==> src/rtl/run_ctrl_pkg.sv <==
// Shared definitions for the run-control unit: FSM state encoding and its width.
package run_ctrl_pkg;

    localparam int STATE_W = 2;

    typedef enum logic [STATE_W-1:0] {
        HOLD    = 2'd0,
        RUN     = 2'd1,
        HALTED  = 2'd2,
        TIMEOUT = 2'd3
    } run_state_e;

endpackage

==> src/rtl/run_ctrl_sat_cnt.sv <==
// Saturating up-counter with enable and asynchronous active-low clear.
// Used for the RUN cycle counter and for every event channel.
module run_ctrl_sat_cnt #(
    parameter int CNT_WIDTH = 16
) (
    input  logic                 clk,
    input  logic                 reset,
    input  logic                 en,
    output logic [CNT_WIDTH-1:0] cnt
);

    // Holds at all-ones instead of wrapping so long runs never alias to small counts.
    always_ff @(posedge clk or negedge reset) begin
        if (!reset) begin
            cnt <= '0;
        end else if (en && (cnt != '1)) begin
            cnt <= cnt + 1'b1;
        end
    end

endmodule

==> src/rtl/run_ctrl.sv <==
// Run-control unit: core reset hold, cycle-budgeted RUN, halt (PC jump-to-self) detection.
// Optional macro RUN_CTRL_EVT_EN builds the per-channel saturating event counters.
module run_ctrl
    import run_ctrl_pkg::*;
#(
    parameter int RST_CYCLES  = 2,
    parameter int MAX_CYCLES  = 100,
    parameter int PC_WIDTH    = 32,
    parameter int CNT_WIDTH   = 16,
    parameter int NUM_EVT     = 4,
    parameter int HALT_REPEAT = 3
) (
    input  logic                           clk,
    input  logic                           reset,
    input  logic [PC_WIDTH-1:0]            pc_i,
    input  logic                           pc_valid_i,
    input  logic [NUM_EVT-1:0]             evt_i,
    output logic                           core_reset_o,
    output logic                           run_o,
    output logic                           done_o,
    output logic                           timeout_o,
    output logic [STATE_W-1:0]             state_o,
    output logic [CNT_WIDTH-1:0]           cycle_cnt_o,
    output logic [NUM_EVT*CNT_WIDTH-1:0]   evt_cnt_o
);

    localparam int HOLD_W = $clog2(RST_CYCLES + 1);
    localparam int REP_W  = $clog2(HALT_REPEAT + 1);
    localparam logic [HOLD_W-1:0]    HOLD_LAST = HOLD_W'(RST_CYCLES - 1);
    localparam logic [REP_W-1:0]     REP_MAX   = REP_W'(HALT_REPEAT);
    localparam logic [CNT_WIDTH-1:0] CNT_LAST  = CNT_WIDTH'(MAX_CYCLES - 1);

    run_state_e            state, state_nxt;
    logic [HOLD_W-1:0]     hold_cnt;
    logic [PC_WIDTH-1:0]   last_pc, last_pc_nxt;
    logic                  last_vld, last_vld_nxt;
    logic [REP_W-1:0]      rep_cnt, rep_nxt;
    logic                  halt_hit;
    logic                  run_st;
    logic [CNT_WIDTH-1:0]  cycle_cnt;

    assign run_st      = (state == RUN);
    assign state_o     = state;
    assign cycle_cnt_o = cycle_cnt;

    // last_vld keeps the first valid PC after reset from matching the cleared last_pc.
    always_comb begin
        last_pc_nxt  = last_pc;
        last_vld_nxt = last_vld;
        rep_nxt      = rep_cnt;
        if (pc_valid_i) begin
            if (last_vld && (pc_i == last_pc)) begin
                if (rep_cnt != REP_MAX) begin
                    rep_nxt = rep_cnt + 1'b1;
                end
            end else begin
                rep_nxt      = '0;
                last_pc_nxt  = pc_i;
                last_vld_nxt = 1'b1;
            end
        end
        halt_hit = (rep_nxt == REP_MAX);
    end

    always_comb begin
        state_nxt = state;
        case (state)
            HOLD: begin
                if (hold_cnt == HOLD_LAST) begin
                    state_nxt = RUN;
                end
            end
            RUN: begin
                if (halt_hit) begin
                    state_nxt = HALTED;
                end else if (cycle_cnt == CNT_LAST) begin
                    state_nxt = TIMEOUT;
                end
            end
            default: state_nxt = state;
        endcase
    end

    // Outputs are decoded from the next state so they flop on the same edge as the state.
    always_ff @(posedge clk or negedge reset) begin
        if (!reset) begin
            state        <= HOLD;
            hold_cnt     <= '0;
            last_pc      <= '0;
            last_vld     <= 1'b0;
            rep_cnt      <= '0;
            core_reset_o <= 1'b1;
            run_o        <= 1'b0;
            done_o       <= 1'b0;
            timeout_o    <= 1'b0;
        end else begin
            state        <= state_nxt;
            last_pc      <= last_pc_nxt;
            last_vld     <= last_vld_nxt;
            rep_cnt      <= rep_nxt;
            core_reset_o <= (state_nxt == HOLD);
            run_o        <= (state_nxt == RUN);
            done_o       <= (state_nxt == HALTED);
            timeout_o    <= (state_nxt == TIMEOUT);
            if ((state == HOLD) && (hold_cnt != HOLD_LAST)) begin
                hold_cnt <= hold_cnt + 1'b1;
            end
        end
    end

    run_ctrl_sat_cnt #(
        .CNT_WIDTH(CNT_WIDTH)
    ) u_cycle_cnt (
        .clk  (clk),
        .reset(reset),
        .en   (run_st),
        .cnt  (cycle_cnt)
    );

`ifdef RUN_CTRL_EVT_EN
    // A strobe on the RUN->terminal edge still sees state==RUN, so it is counted.
    for (genvar k = 0; k < NUM_EVT; k++) begin : g_evt
        run_ctrl_sat_cnt #(
            .CNT_WIDTH(CNT_WIDTH)
        ) u_evt_cnt (
            .clk  (clk),
            .reset(reset),
            .en   (run_st & evt_i[k]),
            .cnt  (evt_cnt_o[k*CNT_WIDTH +: CNT_WIDTH])
        );
    end
`else
    logic evt_unused;
    assign evt_unused = ^evt_i;
    assign evt_cnt_o  = '0;
`endif

endmodule

==> config.mk <==
export PLATFORM = sky130hd
export DESIGN_NAME = run_ctrl
export DESIGN_NICKNAME = d
export VERILOG_FILES = /design/src/rtl/run_ctrl_pkg.sv /design/src/rtl/run_ctrl_sat_cnt.sv /design/src/rtl/run_ctrl.sv
export SDC_FILE = /design/constraint.sdc
export NUM_CORES = 1
export LEC_CHECK = 0
export BUFFER_PORTS_ARGS = -buffer_cell sky130_fd_sc_hd__buf_4
export CELL_PAD_IN_SITES_DETAIL_PLACEMENT = 1
export CELL_PAD_IN_SITES_GLOBAL_PLACEMENT = 1
export CORE_MARGIN = 4
export CORE_UTILIZATION = 26
export DETAILED_ROUTE_END_ITERATION = 7
export HOLD_SLACK_MARGIN = 0.03
export PLACE_DENSITY = 0.6
export SYNTH_ARGS = -nofsm -noshare
export SYNTH_HDL_FRONTEND = slang
export SYNTH_SLANG_ARGS = --single-unit
export TNS_END_PERCENT = 100
==> constraint.sdc <==
create_clock -name clk -period 2 [get_ports clk]
set_input_delay 0.1 -clock clk [delete_from_list [all_inputs] [get_ports clk]]
set_output_delay 0.1 -clock clk [all_outputs]
set_load 0.01 [all_outputs]
Word level (Yosys, flattened, before mapping)
Index checks and enable logic that the tools add are counted.
Widths: inputs -> output; s select.
{ "word_totals": {"output_inout_bits": 86, "regBits": 59, "inputBits": 39, "wordCells": 38} }
{ "op_classes": {"n_addsub": 3, "n_eq_ne": 11, "n_reduce_logical": 6, "muxes": 7, "bitwise": 1} }
{ "ops": {"columns": ["operator", "n"], "rows": [
  ["$eq 32x32->1", 1],
  ["$add 16x1->16 const B", 1],
  ["$eq 16x7->1 const B", 1],
  ["$ne 16x16->1 const B", 1],
  ["$mux 2", 6],
  ["$eq 2x1->1 const B", 3],
  ["$eq 2x2->1 const B", 3],
  ["$add 2x1->2 const B", 2],
  ["$logic_not 2->1", 2],
  ["$pmux 2 s2", 1],
  ["$logic_and 1x1->1", 3],
  ["$ne 2x1->1 const B", 1],
  ["$ne 2x2->1 const B", 1],
  ["$reduce_and 2->1", 1],
  ["$not 1->1", 1]
]} }

Logic depth before layout (Yosys ltp)
Gate-level depths: netlist (run 1).
{ "depth": {"ltp_word": 8, "ltp_mapped": 8, "mapped_depth_nobuf": 7} }

By module
Synthesis (run 1) repeated with hierarchy kept, for this count alone.
{ "hier_totals": {"cells_unflattened": 494, "hier_area_um2": 4292.9} }
{ "by_module_without_submodules": {"columns": ["mod", "area_each_um2", "cells_per_inst", "instances", "seq_area_each_um2"], "rows": [
  ["run_ctrl", 3433.3, 422, 1, 1077.3],
  ["run_ctrl_sat_cnt", 859.6, 72, 1, 400.4]
]} }

Worst setup path after synthesis (run 1)
Ideal clock, no wire load.
{ "synth_timing": {"kind": "flip-flop to flip-flop", "startpoint": "register last_pc[25]", "endpoint": "register last_pc[10]", "setup_ns": 0.125, "path_stages_with_launch": 9, "t_arrival_ns": 1.807, "path_buffers": 2, "setup_slack_ns": 0.068, "period_less_slack_ns": 1.932, "required_time_ns": 1.875, "path_cell_list": "dfrtp_1 -> xnor2_1 -> nand4_1 -> nor4b_1 -> and3_2 -> nand2b_4 -> buf_12 -> buf_12 -> mux2_2"} }
{ "synth_between": {"elab_chain_len": 4} }
{ "synth_rtl": {"columns": ["item", "line_no", "source"], "rows": [
  ["from (decl)", "run_ctrl.sv:35", "logic [PC_WIDTH-1:0] last_pc, last_pc_nxt;"],
  ["from (signal assigned)", "run_ctrl.sv:98", "last_pc <= last_pc_nxt;"],
  ["$eq 32x32->1", "run_ctrl.sv:52", "if (last_vld && (pc_i == last_pc)) begin"],
  ["$logic_and 1x1->1", "run_ctrl.sv:52", null],
  ["$not 1->1 (no line)", null, null],
  ["$reduce_and 2->1 (no line)", null, null]
]} }
Every way passes these cells.
A chain may end at the register's enable or synchronous reset.

Final worst setup path (run 1)
{ "layout_timing": {"startpoint": "register last_pc[30]", "endpoint": "register last_pc[26]"} }
Same word-level chain as after synthesis.

==> flow_summary.yaml, run 1 <==
status:
  status: "complete, but fails checks"
  violations: "negative setup slack"
synth:
  yosys_most_used_dff: "dfrtp_1"
  ys_ff_latch: 59
  ys_top_cells_by_area: "dfrtp_1, buf_4, xnor2_1"
  yosys.area.top_type: "dfrtp_1"
  async_reset_ff_share_pct: 100
  netlist_area_um2: 3320
  netlist-cell-type-count: 41
  avgSynthCellArea_um2: 11.5
  synth_edf_count: 0
  netlist.area_leader.share_pct: 43.8
  synth_seq_area_share_pct: 44.5
  yosys_warnings: 0
  synthCells: 288
finish:
  seq_area_um2: 1480
  postLayoutCellArea_um2: 4730
  nets: 448
  fillers: 1369
  area_growth_pct: 42.5
  antenna_cells: 0
  multi_input_area_um2: 1730
  drive_gt1_share_pct: 38.1
  final_cells: 580
clocking:
  cts.clk_slew.worst_paths_ns: 0.05
  cts_tree: "yes"
  clkLatencyLatePin_ns: 0.33
  cts_htree_levels: 3
  cts_inserted_buffers: 9
  cts.sinks: 59
  ctsRootBufferMaster: "clkbuf_16"
  clockBufferDepth: 2
detailed_routing:
  routed_wl_um: 8000
  drt_iter0_drc: 99
  vias: 2303
  antenna_left: 0
  detailedRoute.firstPassIterationCount: 4
  avgRoutedWirePerCell_um: 13.8
  route.detailed.drc: 0
  viasPerCell: 3.97
placement:
  gp_congestion: 0.807
  pre_cts_ws_ns: -0.109
  hpwlAfterDp_um: 5460
  placed_area_um2: 3790
  placed_cells: 525
  portBuffers: 56
sta:
  setup_viol: 19
  tightest_slew_ns: 0.771
  rsz0062_at_grt: "true"
  hold_viol_final: 0
  relSlewSlack_pct: 48.6
  worst_slack_ns: -0.0555
  slew_viol_final: 0
  fin_crit_sh_pct: 103
  timing.fmax_mhz: 486
  min_period_ns: 2.06
  skew_ns: 0.00763
grt:
  track_usage_pct: 11.1
  grt_max_degree: 60
  antenna_found_initial: 0
  grt_overflow_total: 0
  first_global_vias: 2550
  grt_pass1_wl_um: 12600
worst_setup_path:
  critPathMaxStageDelay_ns: 0.40
  crit_path_end_kind: "register"
  critical_path.most_common_cell: "buf_12"
  required_ns: 2.20
  cp_max_fo: 8
  path_class: "reg2reg"
  slowest_stage: "dfrtp_1"
  crit_buf_inv: 2
  cp.arrival_ns: 2.26
  start_kind: "register"
  crit_family: "simple AND/OR/NAND/NOR gates"
  critical_path.cell_chain: "xnor2_2 -> nand4_1 -> nor4_2 -> and3_4 -> nand2b_4 -> buf_12 -> buf_12 -> mux2_4"
pwr:
  power_leakage_uw: 0.00225
  power_density_nw_per_um2: 728
  peakVddDrop_mv: 0.446
die:
  die_w_um: 121
  die_h_um: 121
  core_area_um2: 12300
  die-area_um2: 14600
  start_util_pct: 27.1
  pin_count: 125
  row_count: 40
min_path:
  min_path_type: "in2reg"
job:
  cap_violations: 0
[cells in the mapped netlist, drive strengths merged, types with 2 or more instances]
cell type / count
or2: 2
buf: 68
nor4: 2
nor2: 3
inv: 5
o21ai: 3
xnor2: 43
and3: 4
dfrtp: 58
mux2i: 2
and4: 2
a31oi: 2
nand3: 5
nand4: 16
mux2: 33
xor2: 4
nor2b: 2
nand2: 12
nor3: 3
or4: 2
ha: 2
nor4b: 2
[cell families (layout without fill, tap and decap cells)]
logic type	Yosys count	in the layout	synth area share, %
simple gates	59	59	10.6
compound gates	11	11	2.64
mux	35	35	11.8
flops	59	59	44.5
other cells	1	64	0.113
buf+inv	74	135	17.1
fa+ha+maj	2	2	0.754
xor+xnor	47	47	12.4
[area by class of cell]
type	count	share of cell area (%)
Multi-Input combinational cell	218	36.6
Sequential cell	59	31.3
Timing Repair Buffer	114	20.8
Clock buffer	15	5.88
Tap cell	168	4.45
Clock inverter	1	0.635
Inverter	5	0.397
[power by group]
part / internal (µW) / switching (µW)
Combinational: 313 / 228
Sequential: 1260 / 54.6
Clock: 1070 / 516
Total: 2640 / 798
[registers in the layout (all words and copies together), names as in the netlist]
register         count
state_o              2
core_reset_o         1
timeout_o            1
rep_cnt              2
done_o               1
last_pc             32
u_cycle_cnt.cnt     16
run_o                1
hold_cnt             2
last_vld             1
[through the flow]
stage | utilization, % | total power (µW) | hold slack (ns) | TNS, ns
after floorplan | - | 1660 | -0.196 | 0
after global placement | 30.9 | 1720 | 0.232 | -3.14
after detailed placement | 30.9 | 1730 | 0.245 | -2.30
after CTS | 38.2 | 3490 | 0.0313 | -1.45
after global routing | 38.6 | 3610 | 0.0373 | -2.87
final | 38.6 | 3440 | 0.0498 | -0.778
[cells in the final DEF (no fill, tap or decap), types with 3 or more instances in the layout]
| master | n |
|---|---|
| buf_12 | 3 |
| buf_4 | 76 |
| buf_6 | 3 |
| clkbuf_1 | 3 |
| clkbuf_16 | 9 |
| clkbuf_8 | 3 |
| conb_1 | 64 |
| dfrtp_1 | 58 |
| dlygate4sd3_1 | 32 |
| inv_1 | 5 |
| mux2_2 | 15 |
| mux2_4 | 18 |
| nand2_1 | 12 |
| nand3_1 | 5 |
| nand4_1 | 16 |
| nor2_1 | 3 |
| xnor2_1 | 28 |
| xnor2_2 | 15 |
| xor2_1 | 4 |
[metal layers]
metal  global-route usage, %  wire (µm)
met3                    5.22        676
met4                    2.97         80
met2                    18.0       3930
met5                       0          0
met1                    13.1       3310
[repair_timing]
action                                 in CTS  in global routing
setup endpoints to repair                  27                 29
endpoints found under the hold margin      89                  0
hold buffers                               32                  0
cloned                                      1                  0
setup buffers                               5                  3
gates resized for setup                    35                 11
pin swaps                                  14                 20
[final timing paths]
kind	slack, ns	start	depth (start not counted)	to
max in group asynchronous	1.09	reset	2	last_pc[0]
worst min-delay path	0.05	pc_i[6]	2	last_pc[6]
min in group asynchronous	0.39	reset	2	u_cycle_cnt.cnt[14]
worst min register to register	0.49	hold_cnt[0]	1	hold_cnt[0]
worst max register to register	-0.06	last_pc[30]	8	last_pc[26]
worst max-delay path	-0.06	last_pc[30]	8	last_pc[26]
(Power assumes the default switching activity.)
==> inputs of run 2 (changes only) <==
- clock period: 2 -> 1.8 ns (I/O delays scaled with it)
==> run 2 against run 1 <==
The run still ends with negative setup slack left; global-route usage about the same; critical path depth decreased by 1; largest power group unchanged; sequential power grew 11%.
==> flow_summary.yaml, run 2 (synthesis gave the netlist of run 1 again) <==
status:
  status: "complete, but fails checks"
  violations: "negative setup slack"
worst_setup_path:
  critPathMaxStageDelay_ns: 0.38
  critical_path.cell_chain: "xnor2_1 -> nand4_1 -> nor4_2 -> and3_2 -> nand2b_4 -> buf_12 -> mux2_2"
  crit_buf_inv: 1
  required_ns: 2.00
  cp.arrival_ns: 2.27
  cp_max_fo: 16
  start_kind: "register"
  crit_family: "simple AND/OR/NAND/NOR gates"
  slowest_stage: "dfrtp_1"
  crit_path_end_kind: "register"
  path_class: "reg2reg"
clocking:
  cts_htree_levels: 3
  ctsRootBufferMaster: "clkbuf_16"
  clockBufferDepth: 2
  cts_tree: "yes"
  clkLatencyLatePin_ns: 0.32
  cts_inserted_buffers: 9
  cts.sinks: 59
  cts.clk_slew.worst_paths_ns: 0.05
die:
  start_util_pct: 27.1
  die_w_um: 121
  die-area_um2: 14600
  core_area_um2: 12300
  row_count: 40
  pin_count: 125
  die_h_um: 121
sta:
  timing.fmax_mhz: 485
  hold_viol_final: 0
  skew_ns: 0.00925
  min_period_ns: 2.06
  hold_ws_ns: 0.118
  rsz0062_at_grt: "true"
  fin_crit_sh_pct: 115
  worst_slack_ns: -0.263
  setup_viol: 31
  slew_viol_final: 0
grt:
  grt_overflow_total: 0
  track_usage_pct: 11.0
  first_global_vias: 2584
  grt_max_degree: 37
  antenna_found_initial: 0
  grt_pass1_wl_um: 12900
detailed_routing:
  vias: 2326
  viasPerCell: 3.94
  routed_wl_um: 7950
  avgRoutedWirePerCell_um: 13.5
  antenna_left: 0
  route.detailed.drc: 0
  drt_iter0_drc: 31
  detailedRoute.firstPassIterationCount: 4
finish:
  antenna_cells: 0
  area_growth_pct: 42.0
  seq_area_um2: 1480
  reg_top3: "last_pc: 32 flops, u_cycle_cnt.cnt: 16 flops"
  final_common_cell: "buf_4"
  fillers: 1373
  nets: 459
  largest_reg_flops: 32
  final_cells: 590
  final_cell_mix: "buf_4, conb_1, dfrtp_1"
  postLayoutCellArea_um2: 4710
  drive_gt1_share_pct: 38.9
  multi_input_area_um2: 1680
  regMostFlops: "last_pc"
placement:
  pre_cts_ws_ns: -0.287
  gp_congestion: 0.712
  hpwlAfterDp_um: 5860
  placed_cells: 540
  placed_area_um2: 3980
  portBuffers: 56
pwr:
  power_density_nw_per_um2: 787
  peakVddDrop_mv: 0.366
  power_leakage_uw: 0.00224
  total_power_uw: 3710
min_path:
  min_path_type: "in2reg"
job:
  cap_violations: 0
## run 2: changes by cell type in the layout (fill, tap and decap cells not counted), moves of 3 or more
cell      delta
buf_4       +15
xnor2_1      +9
xnor2_2      -9
buf_6        -3
clkbuf_1     -3
clkinv_2     +3
## run 2: final cells by class
class,count,share of cell area [%]
tap,168,4.46
timing repair buffer,125,21.9
clock buffer,10,5.07
sequential,59,31.4
clock inverter,5,1.14
multi-input combinational,218,35.6
inverter,5,0.398
## run 2: layer usage
metal / share of wire, % / vias up / GRT usage [%] / routed length, µm
li1: - / 1113 / - / -
met1: 42 / 1142 / 13.4 / 3330
met2: 51 / 63 / 19.0 / 4090
met3: 5.7 / 8 / 3.08 / 457
met4: 1.1 / 0 / 3.19 / 84
met5: 0 / - / 0 / 0
## run 2: path summary, 6_finish.rpt
check,from,to,slack [ns],cells after the start
max in group asynchronous,reset,u_cycle_cnt.cnt[5],0.94,3
worst max register to register,last_pc[29],last_pc[7],-0.26,7
min in group asynchronous,reset,u_cycle_cnt.cnt[3],0.27,2
worst max-delay path,last_pc[29],last_pc[7],-0.26,7
worst min-delay path,pc_valid_i,rep_cnt[1],0.12,3
worst min register to register,hold_cnt[0],hold_cnt[0],0.48,1
## run 2: power breakdown
| part | switching [µW] | internal, µW |
|---|---|---|
| Sequential | 56.4 | 1400 |
| Clock | 593 | 1090 |
| Combinational | 247 | 317 |
| Total | 896 | 2810 |
## run 2: worst reg2reg max path, cell delays in order, from the launching register on
cell and delay (ns):
dfrtp_1 0.38, xnor2_1 0.19, nand4_1 0.19, nor4_2 0.28, and3_2 0.23, nand2b_4 0.15
buf_12 0.17, mux2_2 0.35
## run 2: stage by stage
step / setup TNS, ns / util, %
6_report: -6.58 / 38.4
5_1_grt: -10.30 / 38.4
4_1_cts: -6.49 / 37.6
3_5_place_dp: -7.20 / 32.4
3_3_place_gp: -6.05 / 32.4
2_1_floorplan: -1.32 / -
## run 2: what timing repair did
action,in CTS,in global routing
gates resized for setup,3,17
pin swaps,0,9
buffers inserted,0,2
hold endpoints to repair,65,0
setup endpoints to repair,35,36
hold buffers,33,0
==> inputs of run 3 (changes only) <==
- CORE_ASPECT_RATIO: default -> 0.75
==> run 3 against run 2 <==
The flow still finishes with violations (negative setup slack); critical path depth is the same; design area is 2.3% higher; sequential share of layout area is 0.72 points lower; via count is 0.86% higher; cell count down 0.34%; combinational power increased by 15%; critical path type unchanged; largest cell class unchanged.
==> flow_summary.yaml, run 3 (synthesis gave the netlist of run 1 again) <==
finish:
  largest_reg_flops: 32
  regMostFlops: "last_pc"
  drive_gt1_share_pct: 41.7
  reg_top3: "last_pc: 32 flops, u_cycle_cnt.cnt: 16 flops"
  final_cell_mix: "buf_4, conb_1, dfrtp_1"
  nets: 460
  area_growth_pct: 45.3
  antenna_cells: 0
  final_common_cell: "buf_4"
  final_cells: 588
  final_util_pct: 38.9
min_path:
  min_path_cells: 2
  min_path_type: "in2reg"
  min_from: "pc_i[6]"
  whs_endpoint: "last_pc[6]"
status:
  violations: "negative setup slack"
  status: "complete, but fails checks"
pwr:
  switching_share_pct: 24.2
  power.clock.fraction_pct: 41.3
  peakVddDrop_mv: 0.373
  power_density_nw_per_um2: 746
  comb_power_share_pct: 18.0
  internal_power_uw: 2730
  power_frac_seq_pct: 40.7
  power_leakage_uw: 0.00233
  p_sw_uw: 869
detailed_routing:
  viasPerCell: 3.99
  drt_iter0_drc: 57
  antenna_left: 0
  detailedRoute.firstPassIterationCount: 4
  vias: 2346
  routed_wl_um: 8310
  avgRoutedWirePerCell_um: 14.1
  route.detailed.drc: 0
worst_setup_path:
  rr_endpoint: "last_pc[30]"
  crit_path_end_kind: "register"
  required_ns: 2.00
  reg2reg_from: "last_pc[16]"
  start_kind: "register"
  worst_r2r_path_depth: 7
  path_class: "reg2reg"
  crit_family: "simple AND/OR/NAND/NOR gates"
  slowest_stage: "dfrtp_1"
  r2r_slack_ns: -0.23
  crit_buf_inv: 1
  critPathMaxStageDelay_ns: 0.42
  cp.arrival_ns: 2.23
  cp_max_fo: 7
  critical_path.cell_chain: "xnor2_2 -> nand4_1 -> nor4_2 -> and3_4 -> nand2b_4 -> clkbuf_16 -> mux2_4"
grt:
  first_global_vias: 2652
  grt_overflow_total: 0
  antenna_found_initial: 0
  grt_pass1_wl_um: 13400
  track_usage_pct: 11.2
  grt_max_degree: 37
sta:
  fin_crit_sh_pct: 113
  min_period_ns: 2.03
  setup_viol: 29
  slew_viol_final: 0
  hold_viol_final: 0
  relSlewSlack_pct: 64.6
  rsz0062_at_grt: "true"
  skew_ns: 0.00848
  timing.fmax_mhz: 492
  worst_slack_ns: -0.232
  tightest_slew_ns: 0.527
clocking:
  cts_tree: "yes"
  cts.sinks: 59
  clockBufferDepth: 2
  clkLatencyLatePin_ns: 0.32
  ctsRootBufferMaster: "clkbuf_16"
  cts.clk_slew.worst_paths_ns: 0.05
  cts_inserted_buffers: 9
  cts_htree_levels: 3
die:
  row_count: 35
  pin_count: 125
  start_util_pct: 26.8
  core_area_um2: 12400
  die_h_um: 106
  die_w_um: 138
  die-area_um2: 14600
placement:
  gp_congestion: 0.727
  placed_cells: 540
  hpwlAfterDp_um: 5830
  portBuffers: 56
job:
  cap_violations: 0
## run 3: how the worst max path moves through the flow
stage          cells past startpoint  slack [ns]         from          end
3_3_place_gp                       7       -0.30   last_pc[9]  last_pc[31]
6_report                           7       -0.23  last_pc[16]  last_pc[30]
5_1_grt                            7       -0.33  last_pc[16]  last_pc[30]
3_5_place_dp                       7       -0.29   last_pc[9]  last_pc[31]
4_1_cts                            7       -0.21  last_pc[17]  last_pc[31]
2_1_floorplan                      8       -0.07  last_pc[30]  last_pc[10]
## run 3: per-layer routing
metal / share of wire (%) / up-vias / global-route usage (%)
li1: - / 1118 / -
met1: 46 / 1159 / 14.8
met2: 48 / 61 / 17.7
met3: 5.0 / 8 / 3.63
met4: 0.76 / 0 / 3.17
met5: 0 / - / 0
## run 3: what timing repair did
item	4_1_cts	5_1_grt
gates cloned	0	1
pin swaps	8	17
hold endpoints to repair	60	0
gates resized for setup	24	17
hold buffers	27	0
setup endpoints to repair	31	39
setup buffers	3	4
## run 3: per-stage QoR
stage	instance area, µm²	hold WS, ns	total power (µW)	worst slack, ns	setup TNS [ns]
detailed placement	4010	0.108	1970	-0.293	-7.29
floorplan	3630	-0.206	1870	-0.0708	-1.32
finish	4820	0.0415	3600	-0.232	-5.64
global placement	4010	0.100	1960	-0.298	-7.63
CTS	4710	0.0353	3620	-0.213	-4.81
global route	4820	0.0415	3780	-0.331	-8.96
## run 3: final cells by class
| cell class | count | area, µm² |
|---|---|---|
| Timing Repair Buffer | 126 | 1070 |
| Clock buffer | 14 | 254 |
| Fill cell | 1360 | 7570 |
| Multi-Input combinational cell | 218 | 1790 |
| Tap cell | 166 | 208 |
| Sequential cell | 59 | 1480 |
| Inverter | 5 | 18.8 |
## run 3: power by group through the flow
stage,Combinational [µW],Sequential (µW),Clock (µW)
global route,702,1480,1610
finish,646,1460,1490
floorplan,409,1460,0
detailed placement,500,1470,0
CTS,607,1460,1550
global placement,493,1470,0
